<file path="config.mk">
export PLATFORM = sky130hd
export DESIGN_NAME = spi_ram_master
export DESIGN_NICKNAME = d
export VERILOG_FILES = /design/src/rtl/spi_ram_master.sv
export SDC_FILE = /design/constraint.sdc
export NUM_CORES = 1
export LEC_CHECK = 0
export CAP_MARGIN = 15
export CORE_MARGIN = 1.5
export CORE_UTILIZATION = 31
export DETAILED_ROUTE_END_ITERATION = 10
export PLACE_DENSITY = 0.54
export SKIP_CTS_REPAIR_TIMING = 1
export SYNTH_ARGS = -nofsm -noshare
export SYNTH_HDL_FRONTEND = slang
export SYNTH_SLANG_ARGS = --single-unit
</file>
<file path="constraint.sdc">
create_clock -name clk -period 2.1 [get_ports clk]
set_input_delay 0.42 -clock clk [delete_from_list [all_inputs] [get_ports clk]]
set_output_delay 0.42 -clock clk [all_outputs]
set_load 0.02 [all_outputs]
</file>
<file path="src/rtl/spi_ram_master.sv">
// SPI master for the SPI RAM slave: one 10-bit command frame per handshake, 8-bit reply for read-data.
// Optional macro SPI_MASTER_SEQ_CHECK_EN adds the sticky rd_err read-sequencing check.
module spi_ram_master #(
  parameter int FRAME_W = 10,
  parameter int DATA_W  = 8,
  parameter int RD_WAIT = 2,
  parameter int GAP     = 1
) (
  input  logic               clk,
  input  logic               rst,
  input  logic               cmd_valid,
  output logic               cmd_ready,
  input  logic [FRAME_W-1:0] cmd_word,
  output logic [DATA_W-1:0]  rd_data,
  output logic               rd_valid,
  output logic               busy,
  output logic               rd_err,
  output logic               MOSI,
  input  logic               MISO,
  output logic               SS_n
);

  localparam int MAX_FD = (FRAME_W > DATA_W) ? FRAME_W : DATA_W;
  localparam int MAX_WG = (RD_WAIT > GAP) ? RD_WAIT : GAP;
  localparam int MAX_C  = (MAX_FD > MAX_WG) ? MAX_FD : MAX_WG;
  localparam int CNT_W  = $clog2(MAX_C + 1);

  typedef enum logic [2:0] {
    ST_IDLE, ST_START, ST_SHIFT, ST_WAIT, ST_RECV, ST_GAP
  } state_e;

  state_e             state_q, state_d;
  logic [FRAME_W-1:0] shift_q, shift_d;
  logic [CNT_W-1:0]   cnt_q, cnt_d;
  logic [DATA_W-1:0]  rx_q, rx_d;
  logic [DATA_W-1:0]  rd_data_q, rd_data_d;
  logic               rd_cmd_q, rd_cmd_d;
  logic               rd_valid_q, rd_valid_d;
  logic               ss_n_q, ss_n_d;
  logic               mosi_q, mosi_d;
  logic               cmd_ready_q, cmd_ready_d;
  logic               busy_q, busy_d;
  logic               accept;
  logic [1:0]         cmd_code;
  logic [DATA_W-1:0]  rx_next;

  assign accept   = cmd_valid && cmd_ready_q;
  assign cmd_code = cmd_word[FRAME_W-1 -: 2];
  assign rx_next  = {rx_q[DATA_W-2:0], MISO};

  always_comb begin
    // NOTE: every *_d defaults to its hold value first, so no path through the case infers a latch.
    state_d     = state_q;
    shift_d     = shift_q;
    cnt_d       = cnt_q;
    rx_d        = rx_q;
    rd_data_d   = rd_data_q;
    rd_cmd_d    = rd_cmd_q;
    rd_valid_d  = 1'b0;
    ss_n_d      = ss_n_q;
    mosi_d      = mosi_q;
    cmd_ready_d = cmd_ready_q;
    busy_d      = busy_q;

    unique case (state_q)
      ST_IDLE: begin
        if (accept) begin
          shift_d     = cmd_word;
          rd_cmd_d    = (cmd_code == 2'b11);
          cnt_d       = '0;
          ss_n_d      = 1'b0;
          mosi_d      = 1'b0;
          cmd_ready_d = 1'b0;
          busy_d      = 1'b1;
          state_d     = ST_START;
        end
      end
      ST_START: begin
        mosi_d  = shift_q[FRAME_W-1];
        shift_d = {shift_q[FRAME_W-2:0], 1'b0};
        cnt_d   = '0;
        state_d = ST_SHIFT;
      end
      ST_SHIFT: begin
        if (int'(cnt_q) == FRAME_W - 1) begin
          mosi_d = 1'b0;
          cnt_d  = '0;
          if (!rd_cmd_q) begin
            ss_n_d  = 1'b1;
            state_d = ST_GAP;
          end else begin
            state_d = (RD_WAIT == 0) ? ST_RECV : ST_WAIT;
          end
        end else begin
          mosi_d  = shift_q[FRAME_W-1];
          shift_d = {shift_q[FRAME_W-2:0], 1'b0};
          cnt_d   = cnt_q + 1'b1;
        end
      end
      ST_WAIT: begin
        if (int'(cnt_q) == RD_WAIT - 1) begin
          cnt_d   = '0;
          state_d = ST_RECV;
        end else begin
          cnt_d = cnt_q + 1'b1;
        end
      end
      ST_RECV: begin
        rx_d = rx_next;
        if (int'(cnt_q) == DATA_W - 1) begin
          rd_data_d  = rx_next;
          rd_valid_d = 1'b1;
          ss_n_d     = 1'b1;
          cnt_d      = '0;
          state_d    = ST_GAP;
        end else begin
          cnt_d = cnt_q + 1'b1;
        end
      end
      ST_GAP: begin
        if (int'(cnt_q) == GAP - 1) begin
          cnt_d       = '0;
          cmd_ready_d = 1'b1;
          busy_d      = 1'b0;
          state_d     = ST_IDLE;
        end else begin
          cnt_d = cnt_q + 1'b1;
        end
      end
      default: state_d = ST_IDLE;
    endcase
  end

  always_ff @(posedge clk) begin
    // NOTE: state flops use non-blocking assignment so every flop samples the pre-edge values.
    if (rst) begin
      state_q     <= ST_IDLE;
      shift_q     <= '0;
      cnt_q       <= '0;
      rx_q        <= '0;
      rd_data_q   <= '0;
      rd_cmd_q    <= 1'b0;
      rd_valid_q  <= 1'b0;
      ss_n_q      <= 1'b1;
      mosi_q      <= 1'b0;
      cmd_ready_q <= 1'b1;
      busy_q      <= 1'b0;
    end else begin
      state_q     <= state_d;
      shift_q     <= shift_d;
      cnt_q       <= cnt_d;
      rx_q        <= rx_d;
      rd_data_q   <= rd_data_d;
      rd_cmd_q    <= rd_cmd_d;
      rd_valid_q  <= rd_valid_d;
      ss_n_q      <= ss_n_d;
      mosi_q      <= mosi_d;
      cmd_ready_q <= cmd_ready_d;
      busy_q      <= busy_d;
    end
  end

  assign cmd_ready = cmd_ready_q;
  assign rd_data   = rd_data_q;
  assign rd_valid  = rd_valid_q;
  assign busy      = busy_q;
  assign MOSI      = mosi_q;
  assign SS_n      = ss_n_q;

`ifdef SPI_MASTER_SEQ_CHECK_EN
  logic rd_err_q, rd_err_d;
  logic addr_seen_q, addr_seen_d;

  // A read-data command must be preceded by its own read-address command.
  always_comb begin
    rd_err_d    = rd_err_q;
    addr_seen_d = addr_seen_q;
    if (accept) begin
      if (cmd_code == 2'b10) begin
        addr_seen_d = 1'b1;
      end else if (cmd_code == 2'b11) begin
        if (!addr_seen_q) rd_err_d = 1'b1;
        addr_seen_d = 1'b0;
      end
    end
  end

  always_ff @(posedge clk) begin
    if (rst) begin
      rd_err_q    <= 1'b0;
      addr_seen_q <= 1'b0;
    end else begin
      rd_err_q    <= rd_err_d;
      addr_seen_q <= addr_seen_d;
    end
  end

  assign rd_err = rd_err_q;
`else
  assign rd_err = 1'b0;
`endif

endmodule
</file>
==> results of run 1 <==
-- kinds of logic (layout without fill, tap and decap cells) --
kind of cell | after synthesis | in the layout
AO/OA/AOI/OAI | 56 | 56
buffers and inverters | 23 | 57
multiplexers | 9 | 9
flip-flops | 38 | 38
adder cells (fa/ha/maj) | 3 | 3
other | 1 | 1
XOR/XNOR | 1 | 1
AND/OR/NAND/NOR | 74 | 74
-- cells in the final DEF (no fill, tap or decap), drive strengths merged, types with 3 or more instances in the layout --
master and n:
a21oi 24, buf 15, o22ai 3, nor2 12
dfxtp 38, inv 8, clkbuf 5, nor3 14
clkdlybuf4s50 26, nand2 17, a2111oi 10, mux2i 9
nor3b 11, ha 3, nand2b 4, o21ai 6
nor2b 3
-- power by group through the flow --
| stage | Sequential, µW | Clock (µW) | Combinational, µW |
|---|---|---|---|
| 6_report | 978 | 633 | 1270 |
| 5_1_grt | 1000 | 680 | 1400 |
| 4_1_cts | 978 | 654 | 1270 |
| 3_5_place_dp | 993 | 0 | 1270 |
| 3_3_place_gp | 992 | 0 | 1270 |
| 2_1_floorplan | 992 | 0 | 872 |
-- flip-flops by register name, summed over array words and instances, names as in the netlist --
name,count
rd_data,8
shift_q,10
state_q,3
busy,1
rd_cmd_q,1
rx_q,7
cnt_q,4
SS_n,1
MOSI,1
rd_valid,1
cmd_ready,1
-- cell usage after synthesis --
cell       instances  area (µm²)
nor2_1            12        45.0
or2b_1             1        7.51
or3b_4             1        11.3
a31oi_1            1        6.26
o22a_1             1        8.76
a21oi_1           24         120
nor4_1             2        12.5
nand2_1           17        63.8
or4_1              1        7.51
nor3_1            13        65.1
nand3b_1           2        15.0
nor2b_1            3        18.8
mux2i_1            9        90.1
ha_1               3        37.5
a221o_1            1        10.0
dfxtp_1           38         761
o22ai_1            3        18.8
a2111oi_0         10        87.6
o32ai_1            1        8.76
nand3_1            1        5.00
and2_1             1        6.26
conb_1             1        3.75
a211oi_1           1        7.51
nand4_1            1        6.26
buf_4              1        7.51
o311ai_0           1        8.76
clkbuf_1           9        33.8
xnor2_1            1        8.76
a221oi_1           1        8.76
o31a_1             1        8.76
nor3b_1           11        82.6
o221a_2            1        11.3
and4_1             1        8.76
o21a_1             2        15.0
nand2b_1           4        25.0
nor3_4             1        16.3
inv_1              8        30.0
o21ai_0            6        30.0
buf_6              1        11.3
buf_2              4        20.0
and3b_1            2        17.5
o211ai_1           1        7.51
o31ai_1            1        7.51
-- metrics by stage --
| step | util [%] | total power [µW] | cell area [µm²] |
|---|---|---|---|
| floorplan | - | 1860 | 1780 |
| global placement | 39.2 | 2260 | 2170 |
| detailed placement | 39.2 | 2260 | 2170 |
| CTS | 41.3 | 2900 | 2290 |
| global route | 41.3 | 3080 | 2290 |
| finish | 41.3 | 2880 | 2290 |
-- critical path, delay by kind of cell (launching register included) --
family / cells / cell delay [ns]
fa+ha+maj: 1 / 0.19
flops: 1 / 0.38
buf+inv: 1 / 0.08
simple gates: 2 / 0.30
compound gates: 2 / 0.76
-- area by class of cell --
type | count | area (µm²)
clock buffer | 5 | 68.8
timing repair buffer | 41 | 373
clock inverter | 3 | 45.0
multi-input combinational | 144 | 920
sequential | 38 | 761
fill | 599 | 3250
tap | 72 | 90.1
inverter | 8 | 30.0
-- worst paths after layout --
path            start          to  depth (start not counted)
max reg2reg  cnt_q[1]  shift_q[6]                          6
min reg2reg   rx_q[6]     rx_q[6]                          2
min           rx_q[6]     rx_q[6]                          2
max          cnt_q[1]  shift_q[6]                          6
-- per-layer routing --
layer | part of all wire [%] | track usage [%]
met5 | 0 | 0
met4 | 1.3 | 5.79
met3 | 4.0 | 3.45
met2 | 42 | 19.1
met1 | 53 | 19.2
==> impl_metrics.csv, run 1 <==
group,metric,value,unit
logic_synthesis,ys_seq_area_share,42.7,%
pwr,p_int,1780,µW
grt,grt_pass1_wl,6660,µm
placed_design,place.detailed.hpwl,2760,µm
worst_setup_path,critPathRequiredTime,2.28,ns
status,outcome,"complete, no violations",
routing,drc_errors,0,
pwr,p_sw,1100,µW
logic_synthesis,syn_area,1780,µm²
logic_synthesis,yosys_register_bits,38,
sta,min_period,1.84,ns
placed_design,port_buffers,26,
grt,grt_pass1_vias,1427,
layout,nets,255,
layout,syn_to_final_growth,28.3,%
sta,worstMarginPinSlew,0.502,ns
grt,grt_use_total,13.5,%
clock_tree,clk_latency,0.30,ns
hold_path,hold_path.class,"reg2reg",
clock_tree,cts_tree,"yes",
sta,hold_violations,0,
die,fp.dieArea,6220,µm²
pwr,peakVddDrop,0.460,mV
routing,first_pass_iters,4,
routing,first_iter_violations,100,
die,initial_core_util,32.2,%
placed_design,place.gp.congestion,0.749,
placed_design,placed_cells,303,
layout,diodes,0,
layout,stdcell_count,311,
pwr,p_comb_share,44.0,%
worst_setup_path,critical_path.cell_chain,"inv_1 -> ha_1 -> and3b_1 -> o22a_1 -> a2111oi_0 -> nor3_1",
grt,overflow,0,
logic_synthesis,synth_xor_area_share,0.491,%
logic_synthesis,synth_top_family_by_area,"simple AND/OR/NAND/NOR gates",
worst_setup_path,critPathMaxFanout,10,
logic_synthesis,postSynthAreaPerCell,8.70,µm²
logic_synthesis,synth_cell_types,43,
logic_synthesis,synthMuxAreaShare,5.05,%
logic_synthesis,ys_warn_count,0,
clock_tree,numCtsBuffers,5,
sta,relSlewSlack,66.4,%
sta,drv_slew,0,
sta,fin_skew,0.0121,ns
sta,fin_ws,0.257,ns
placed_design,dp_slack,0.0969,ns
clock_tree,htreeDepth,2,
logic_synthesis,synth_compound_area_share,20.5,%
die,die_y,78.8,µm
die,core_area,5540,µm²
worst_setup_path,rrSetupSlack,0.26,ns
sta,final.period_utilization,87.8,%
routing,vias_per_cell,4.97,
clock_tree,clk_pin_slew,0.08,ns
grt,antenna_found_initial,0,
pwr,power.share.switching,38.2,%
job,max_cap_viol_count,0,
layout,drive_gt1_share,10.9,%
clock_tree,clock_sink_count,38,
routing,num_vias,1546,
die,fp.dieW,78.8,µm
sta,tns,0,ns
logic_synthesis,netlist_instances,205,
worst_setup_path,critPathKind,"reg2reg",
logic_synthesis,syn_nets,222,
pwr,leakagePower,0.000778,µW
die,row_count,27,
pwr,pwr-share-clk,22.0,%
sta,fmax,0.543,GHz
clock_tree,cts-root-buf,"clkbuf_8",
worst_setup_path,critPathArrivalTime,2.02,ns
sta,setup-violations-final,0,
worst_setup_path,cp_slowest_stage_delay,0.44,ns
logic_synthesis,synthSimpleGateAreaFrac,23.2,%
sta,holdWs,0.459,ns
pwr,pwr-share-seq,34.0,%
routing,ant_nets,0,
routing,wire_per_inst,12.6,µm
sta,rsz0062_at_grt,"false",
grt,grt_max_degree,22,
clock_tree,cts.path.max_buffers,2,
worst_setup_path,start_kind,"register",
worst_setup_path,crit_slowest_cell,"a2111oi_0",
routing,wl,3930,µm
pwr,p_per_area,1260,nW/µm²
die,ios,28,
logic_synthesis,synthAdderAreaFrac,2.11,%
worst_setup_path,endpoint_kind,"register",
(Power assumes the default switching activity.)
==> inputs of run 2 (changes only) <==
- PLACE_DENSITY: 0.54 -> 0.53
==> impl_metrics.csv, run 2 (same netlist as run 1, synthesis figures left out) <==
group,metric,value,unit
worst_setup_path,crit_family,"simple AND/OR/NAND/NOR gates",
worst_setup_path,rrSetupSlack,0.21,ns
pwr,pwr-share-clk,21.9,%
pwr,pwr-share-seq,35.1,%
placed_design,place.gp.congestion,0.835,
sta,min_period,1.89,ns
clock_tree,cts.path.max_buffers,2,
clock_tree,cts_tree,"yes",
routing,vias_per_cell,5.09,
die,fp.dieW,78.8,µm
worst_setup_path,cp_slowest_stage_delay,0.54,ns
grt,antenna_found_initial,0,
clock_tree,htreeDepth,2,
grt,overflow,0,
worst_setup_path,endpoint_kind,"register",
layout,multi_input_area,920,µm²
worst_setup_path,r2r-end,"state_q[2]",
layout,fin_area,2270,µm²
layout,stdcell_count,309,
status,outcome,"complete, no violations",
pwr,p_sw,1110,µW
sta,fin_ws,0.208,ns
die,fp.dieArea,6220,µm²
worst_setup_path,crit_slowest_cell,"or4_1",
layout,regMostFlops,"shift_q",
sta,fmax,0.529,GHz
clock_tree,clk_latency,0.29,ns
grt,grt_max_degree,21,
placed_design,port_buffers,26,
routing,wire_per_inst,13.4,µm
sta,setup-violations-final,0,
routing,wl,4140,µm
worst_setup_path,critPathMaxFanout,6,
worst_setup_path,worst-path-stages,5,
worst_setup_path,critPathArrivalTime,2.11,ns
routing,ant_nets,0,
layout,n_fill_cell,582,
clock_tree,cts-root-buf,"clkbuf_8",
pwr,peakVddDrop,0.494,mV
routing,num_vias,1574,
pwr,p_total,2870,µW
hold_path,whs_path_depth,2,
layout,ff_latch_area,761,µm²
worst_setup_path,critical_path.cell_chain,"ha_1 -> nor3b_1 -> o22ai_1 -> or4_1 -> a21oi_1",
placed_design,dp_slack,0.0992,ns
grt,grt_pass1_vias,1430,
hold_path,holdPathEnd,"rx_q[6]",
layout,nets,253,
die,row_count,27,
pwr,p_comb_share,43.0,%
layout,largest_register_ffs,10,
pwr,leakagePower,0.000767,µW
placed_design,place.detailed.hpwl,2830,µm
worst_setup_path,critPathRequiredTime,2.32,ns
sta,relSlewSlack,64.8,%
hold_path,hold_path.startpoint,"rx_q[6]",
sta,drv_slew,0,
routing,drc_errors,0,
clock_tree,clk_pin_slew,0.08,ns
pwr,power.share.switching,38.6,%
grt,grt_use_total,14.5,%
die,ios,28,
placed_design,placed_cells,301,
sta,final.period_utilization,90.1,%
sta,worstMarginPinSlew,0.527,ns
clock_tree,numCtsBuffers,5,
pwr,p_per_area,1260,nW/µm²
worst_setup_path,path_buf_inv,0,
die,initial_core_util,32.2,%
worst_setup_path,start_kind,"register",
sta,hold_violations,0,
layout,layout_common_cells,"dfxtp_1 (38), clkdlybuf4s50_1 (26), a21oi_1 (24)",
sta,rsz0062_at_grt,"false",
layout,drive_gt1_share,10.1,%
hold_path,hold_path.class,"reg2reg",
die,core_area,5540,µm²
placed_design,place_area,2160,µm²
layout,syn_to_final_growth,27.4,%
sta,fin_skew,0.00462,ns
layout,diodes,0,
layout,final_common_cell,"dfxtp_1",
worst_setup_path,rr_worst_depth,5,
grt,grt_pass1_wl,7090,µm
pwr,p_int,1760,µW
die,die_y,78.8,µm
job,max_cap_viol_count,0,
routing,first_pass_iters,4,
worst_setup_path,critPathKind,"reg2reg",
routing,first_iter_violations,63,
worst_setup_path,r2r-start,"cnt_q[0]",
sta,tns,0,ns
clock_tree,clock_sink_count,38,
## run 2: final cells by class
class                           count  share of cell area [%]
Clock buffer                        5                    3.03
Clock inverter                      3                    1.98
Inverter                            8                    1.32
Multi-Input combinational cell    144                    40.5
Sequential cell                    38                    33.5
Tap cell                           72                    3.96
Timing Repair Buffer               39                    15.7
## run 2: worst min-delay path, cell delays in order, from the launching register on
cell and delay, ns:
dfxtp_1 0.32, nand2_1 0.05, a21oi_1 0.05
## run 2: power by group through the flow
stage	logic (µW)	registers, µW	clock network, µW
finish	1230	1010	628
global route	1380	1040	684
CTS	1230	1010	654
detailed placement	1220	1030	0
global placement	1240	1020	0
floorplan	872	992	0
## run 2: how the worst max path moves through the flow
| stage | slack (ns) | from | to |
|---|---|---|---|
| after floorplan | 0.42 | cnt_q[0] | state_q[2] |
| after global placement | 0.12 | cmd_valid | cnt_q[2] |
| after detailed placement | 0.1 | cmd_valid | shift_q[3] |
| after CTS | 0.18 | cnt_q[0] | state_q[2] |
| after global routing | 0.03 | state_q[1] | cnt_q[0] |
| final | 0.21 | cnt_q[0] | state_q[2] |
## run 2: per-layer routing
| metal | track usage, % | wire [µm] | up-vias |
|---|---|---|---|
| met2 | 21.9 | 1830 | 23 |
| met5 | 0 | 0 | - |
| met3 | 3.22 | 119 | 7 |
| li1 | - | - | 812 |
| met1 | 19.9 | 2120 | 732 |
| met4 | 5.96 | 74 | 0 |
## run 2: stage by stage
stage	util (%)	hold WS [ns]
final	41.0	0.467
after global routing	41.0	0.489
after CTS	41.0	0.470
after detailed placement	39.0	0.453
after global placement	39.0	0.448
after floorplan	-	0.436
